==> src/rtl/game_io_ctrl.sv <==
// KCPSM6 port decode, registered read-back mux and maskable multi-source IRQ.
// Define GAME_IO_BTN_IRQ_EN to build the button-press interrupt source (pend[1]).
module game_io_ctrl #(
    parameter int TICK_PERIOD = 50_000_000,
    parameter int NUM_DIGITS  = 4,
    parameter int NUM_BTNS    = 4
) (
    input  logic                    clk,
    input  logic                    rst,
    input  logic [7:0]              port_id,
    input  logic [7:0]              out_port,
    output logic [7:0]              in_port,
    input  logic                    write_strobe,
    input  logic                    k_write_strobe,
    input  logic                    read_strobe,
    output logic                    interrupt,
    input  logic                    interrupt_ack,
    input  logic [NUM_BTNS-1:0]     db_btns,
    input  logic [7:0]              db_sw,
    input  logic [1:0]              randomized_value,
    input  logic                    game_status,
    output logic [7:0]              led,
    output logic [5*NUM_DIGITS-1:0] dig,
    output logic [NUM_DIGITS-1:0]   dp,
    output logic [7:0]              game_info
);

    localparam int CW = (TICK_PERIOD > 1) ? $clog2(TICK_PERIOD) : 1;

    logic [7:0]          r_led;
    logic [4:0]          r_dig [NUM_DIGITS];
    logic [NUM_DIGITS-1:0] r_dp;
    logic [7:0]          r_gi;
    logic [7:0]          r_mask;
    logic [2:0]          r_pend;
    logic [CW-1:0]       r_tick;
    logic                r_gs_prev;
    logic [7:0]          r_in_port;
    logic                r_irq;

    logic                w_tick;
    logic                w_gs_edge;
    logic                w_btn_edge;
    logic [2:0]          w_set;
    logic [2:0]          w_clr;
    logic [2:0]          w_pend_next;
    logic                w_irq_next;
    logic [7:0]          w_rd;
    logic                w_unused;

    // Constant-write and read strobes carry no behaviour here.
    assign w_unused = k_write_strobe ^ read_strobe;

    assign w_tick    = (r_tick == CW'(TICK_PERIOD - 1));
    assign w_gs_edge = game_status & ~r_gs_prev;

`ifdef GAME_IO_BTN_IRQ_EN
    logic [NUM_BTNS-1:0] r_btn_prev;

    assign w_btn_edge = |(db_btns & ~r_btn_prev);

    always_ff @(posedge clk) begin
        if (rst) begin
            r_btn_prev <= '0;
        end else begin
            r_btn_prev <= db_btns;
        end
    end
`else
    assign w_btn_edge = 1'b0;
`endif

    assign w_set = {w_gs_edge, w_btn_edge, w_tick};
    assign w_clr = (write_strobe && port_id == 8'h0B) ? out_port[2:0] : 3'b000;

    // A source firing on the same edge as its W1C keeps the bit set.
    assign w_pend_next = (r_pend & ~w_clr) | w_set;
    assign w_irq_next  = (|(w_pend_next & r_mask[2:0])) & ~interrupt_ack;

    always_comb begin
        w_rd = 8'h00;
        case (port_id)
            8'h00:   w_rd = 8'(db_btns);
            8'h01:   w_rd = db_sw;
            8'h02:   w_rd = {7'b0, game_status};
            8'h0A:   w_rd = r_mask;
            8'h0B:   w_rd = {5'b0, r_pend};
            8'h0F:   w_rd = {6'b0, randomized_value};
            default: w_rd = 8'h00;
        endcase
        for (int i = 0; i < NUM_DIGITS; i++) begin
            if (port_id == 8'(16 + i)) begin
                w_rd = {3'b000, r_dig[i]};
            end
        end
    end

    always_ff @(posedge clk) begin
        if (rst) begin
            r_led     <= 8'h00;
            r_dp      <= '0;
            r_gi      <= 8'h00;
            r_mask    <= 8'h01;
            r_pend    <= 3'b000;
            r_tick    <= '0;
            r_gs_prev <= 1'b0;
            r_in_port <= 8'h00;
            r_irq     <= 1'b0;
            for (int i = 0; i < NUM_DIGITS; i++) begin
                r_dig[i] <= 5'd0;
            end
        end else begin
            r_tick    <= w_tick ? '0 : r_tick + CW'(1);
            r_gs_prev <= game_status;
            r_pend    <= w_pend_next;
            r_irq     <= w_irq_next;
            r_in_port <= w_rd;
            if (write_strobe) begin
                case (port_id)
                    8'h02:   r_led  <= out_port;
                    8'h07:   r_dp   <= out_port[NUM_DIGITS-1:0];
                    8'h09:   r_gi   <= out_port;
                    8'h0A:   r_mask <= out_port;
                    default: ;
                endcase
            end
            for (int i = 0; i < NUM_DIGITS; i++) begin
                if (write_strobe && port_id == 8'(16 + i)) begin
                    r_dig[i] <= out_port[4:0];
                end
            end
        end
    end

    always_comb begin
        dig = '0;
        for (int i = 0; i < NUM_DIGITS; i++) begin
            dig[5*i +: 5] = r_dig[i];
        end
    end

    assign led       = r_led;
    assign dp        = r_dp;
    assign game_info = r_gi;
    assign in_port   = r_in_port;
    assign interrupt = r_irq;

endmodule

==> config.mk <==
export PLATFORM = sky130hd
export DESIGN_NAME = game_io_ctrl
export DESIGN_NICKNAME = d
export VERILOG_FILES = /design/src/rtl/game_io_ctrl.sv
export SDC_FILE = /design/constraint.sdc
export NUM_CORES = 1
export LEC_CHECK = 0
export CORE_MARGIN = 4
export CORE_UTILIZATION = 53
export CTS_BUF_LIST = sky130_fd_sc_hd__clkbuf_8
export CTS_CLUSTER_DIAMETER = 150
export CTS_CLUSTER_SIZE = 40
export DETAILED_ROUTE_END_ITERATION = 8
export PLACE_DENSITY = 0.91
export RECOVER_POWER = 25
export SLEW_MARGIN = 30
export SYNTH_ARGS = -nofsm -noshare
export SYNTH_HDL_FRONTEND = slang
export SYNTH_SLANG_ARGS = --single-unit
==> constraint.sdc <==
create_clock -name clk -period 2.7 [get_ports clk]
set_input_delay 0.675 -clock clk [delete_from_list [all_inputs] [get_ports clk]]
set_output_delay 0.675 -clock clk [all_outputs]
set_load 0.05 [all_outputs]
==> summary.md <==
| Metric | Value |
|---|---|
| CTS clk-pin slew, worst paths | 90 ps |
| Hold slack | 464 ps |
| Final Cell Area | 5380 um2 |
| Vias in the first global route | 3570 |
| Tot Pwr | 2.70 mW |
| Crit start category | input port |
| Combinational fraction of design power | 11.4% |
| Status | completed |
| Tmin final | 2490 ps |
| DR pass1 iterations | 5 |
| Crit Path Max Fanout | 8 |
| # setup viols final | 0 |
| Cell count after synthesis | 418 |
| Hold Crit Depth | 1 |
| Mapped Avg Cell Area | 9.77 um2 |
| NumNets Final | 555 |
| Syn-to-layout area delta | 31.6% |
| IO Port Bufs | 83 |
| DRT iter0 DRCs | 294 |
| Seq pwr share | 50.5% |
| Num CTS Buffers | 9 |
| Switching Share | 25.7% |
| Final Hold Fails | 0 |
| CP Data Required Time | 2960 ps |
| Via count | 3731 |
| Initial antenna violation count | 0 |
| FF-to-FF Start | r_tick[2]$_SDFF_PP0_ |
| Post-synth EDFFs | 20 |
| Setup Fix Bufs, Post-CTS | 0 |
| H-tree level count | 3 |
| FFs w/ async S/R, synth | 0% |
| Simple-gate share of the synthesized area | 25.3% |
| First-pass GRT wire length | 17900 um |
| Final wirelength | 11500 um |
| Post-synth top flop | dfxtp_1 |
| Net Sw Power | 694 uW |
| P_leak | 1.94 nW |
| Max-cap violations | 0 |
| Synth Area in Compound Gates | 10.2% |
| HPWL Detailed | 8020 um |
| Clock Skew | 15.2 ps |
| Placement row count | 31 |
| Worst min-delay path endpoint | r_tick[0]$_SDFF_PP0_ |
| Area post-placement | 5160 um2 |
| Multiplexer share of the synthesized area | 10.1% |
| Synthesized area | 4090 um2 |
| Fraction of layout cells with a size suffix above 1 | 9.96% |
| CTS max path bufs | 2 |
| Core area | 7370 um2 |
| Netlist cell types | 53 |
| CTS tree | built |
| DRC viols | 0 |
| Pint | 2.01 mW |
| Critical Path Sink Type | flop |
| Slew @ Worst Pin | 837 ps |
| Sink Count | 87 |
| Gr usage total | 25.6% |
| Vias per cell | 6.01 |
| Reg2reg end | r_tick[11]$_SDFF_PP0_ |
| I/O Pins | 86 |
| Hold_buf cts | 0 |
| Hold Path Class | reg2reg |
| Die W | 95.8 um |
| FMAX | 0.402 GHz |
| Routed WL per cell | 18.5 um |
| Post-Synth XOR/XNOR Area | 2.36% |
| DIE HEIGHT | 95.8 um |
| Initial Util | 55.4% |
| Syn_nets | 456 |
| DIE AREA | 9180 um2 |
| Setup CP Type | in2reg |
| Worst r2r path cells | 4 |
| DRT antenna net count | 0 |
| Largest net degree at the start of global routing | 36 |
| Slew Limit Headroom | 44.2% |
| Root buffer cell | clkbuf_8 |
| Gr ovfl total | 0 |
| Final Max Slew Viols | 0 |
| Clock Power Share | 38.0% |
| R2R setup slack | 540 ps |
| Largest family of logic cells by synthesized area | simple AND/OR/NAND/NOR gates |
| Placer congestion estimate | 0.979 |
| Seq/Total Area, Yosys | 47.5% |
| Pwr dens | 503 nW/um2 |
| Crit path arrival time | 2750 ps |
| # diodes | 0 |
| Adder-Cell Fraction of Synth Area | 0.306% |
| Clock Latency Late Sink | 360 ps |
| Register bit total from synthesis | 87 |
| Worst hold start | r_tick[0]$_SDFF_PP0_ |
| Ys Warns | 0 |
| CTS resizes | 0 |
| RSZ-0062 raised after global routing | no |
| Maximum vdd drop | 0.000313 V |
| Tcrit/Tclk final | 92.2% |
-- synthesized netlist by cell type (3+ instances only) --
master,count,area [um2]
a41oi_1,3,26.3
inv_1,8,30.0
a22oi_1,5,37.5
o31ai_1,11,82.6
o22ai_1,3,18.8
and2_1,24,150
clkbuf_1,11,41.3
dfxtp_1,67,1340
xnor2_1,4,35.0
and3_1,4,25.0
and4_1,9,78.8
mux2i_1,38,380
nand4_1,12,75.1
xor2_1,7,61.3
nor3_1,9,45.0
or4_1,9,67.6
nor2_1,52,195
nor4_1,4,25.0
nand2_1,21,78.8
o21ai_0,13,65.1
or3_1,4,25.0
buf_6,5,56.3
dlygate4sd1_1,3,26.3
nand3_1,10,50.1
nor3b_1,3,22.5
a21oi_1,19,95.1
edfxtp_1,20,601
nor2b_1,7,43.8
nand2b_1,3,18.8
-- metal layers --
layer,track usage (%),vias up,wire length (um)
met4,9.48,0,264
met1,29.6,1753,4300
li1,-,1730,-
met3,4.69,27,1020
met5,0,-,0
met2,46.7,221,5910
-- critical path, stage by stage --
cell and delay (ps):
dlygate4sd3_1 610, clkbuf_1 350, nand2b_1 300, nor4_4 300, buf_12 180, mux2i_1 250, nor2_1 80
-- area by class of cell --
type                       instances  area [um2]
fill                             515        1990
multi-input combinational        300        1970
sequential                        87        1940
timing repair buffer             111        1080
clock buffer                       9         124
tap                               99         124
clock inverter                     7         103
inverter                           8        30.0
-- through the flow --
step	std cells	TNS (ps)	worst slack, ps	utilization [%]
3_5_place_dp	605	-107	-65.7	70.0
5_1_grt	621	0	124	73.0
4_1_cts	621	0	272	73.1
2_1_floorplan	418	0	268	-
3_3_place_gp	605	0	37.8	70.0
6_report	621	0	211	73.0
-- power groups by stage --
stage                     Combinational [mW]  Clock, mW  Sequential (mW)
after CTS                              0.308       1.03             1.37
after global routing                   0.323       1.09             1.37
after floorplan                        0.102          0             1.45
after detailed placement               0.304          0             1.40
final                                  0.309       1.03             1.37
after global placement                 0.299          0             1.39
-- how the worst max path moves through the flow --
stage / cells after the start / to / start / slack (ps)
6_report: 7 / game_info[2]$_SDFFE_PP0P_ / port_id[3] / 210
5_1_grt: 7 / game_info[2]$_SDFFE_PP0P_ / port_id[3] / 120
4_1_cts: 7 / game_info[2]$_SDFFE_PP0P_ / port_id[5] / 270
3_5_place_dp: 6 / dp[0]$_SDFFE_PP0P_ / port_id[5] / -70
3_3_place_gp: 5 / led[5]$_SDFFE_PP0P_ / port_id[5] / 40
2_1_floorplan: 3 / r_dig[0][0]$_SDFFCE_PN0P_ / port_id[5] / 270
-- state kept, by name, summed over array words and instances (netlist names) --
register,flops
interrupt,1
led,8
r_mask,8
r_dig,20
game_info,8
in_port,8
r_gs_prev,1
r_tick,26
dp,4
r_pend,3
-- kinds of logic after synthesis --
family | count (synthesis)
and+or+nand+nor | 183
DFF | 87
AOI/OAI and AO/OA | 65
muxes | 40
buffers and inverters | 31
xor gates and xnor gates | 11
adders and majority gates | 1
-- cell usage in the layout (no fill, tap or decap), types with 3 or more instances in the layout --
| master | count |
|---|---|
| clkdlybuf4s50_1 | 79 |
| dfxtp_1 | 67 |
| nor2_1 | 52 |
| mux2i_1 | 38 |
| and2_1 | 22 |
| buf_4 | 22 |
| nand2_1 | 21 |
| edfxtp_1 | 20 |
| a21oi_1 | 19 |
| o21ai_0 | 13 |
| nand4_1 | 12 |
| o31ai_1 | 11 |
| nand3_1 | 10 |
| nor3_1 | 9 |
| and4_1 | 9 |
| or4_1 | 9 |
| clkbuf_8 | 9 |
| inv_1 | 8 |
| nor2b_1 | 7 |
| xor2_1 | 7 |
| a22oi_1 | 5 |
| and3_1 | 4 |
| or3_1 | 4 |
| xnor2_1 | 4 |
| nor4_1 | 4 |
| dlygate4sd3_1 | 4 |
| buf_12 | 4 |
| nor3b_1 | 3 |
| nand2b_1 | 3 |
| a41oi_1 | 3 |
| o22ai_1 | 3 |
| inv_6 | 3 |
Note: power is estimated with default switching activity, not from simulation.
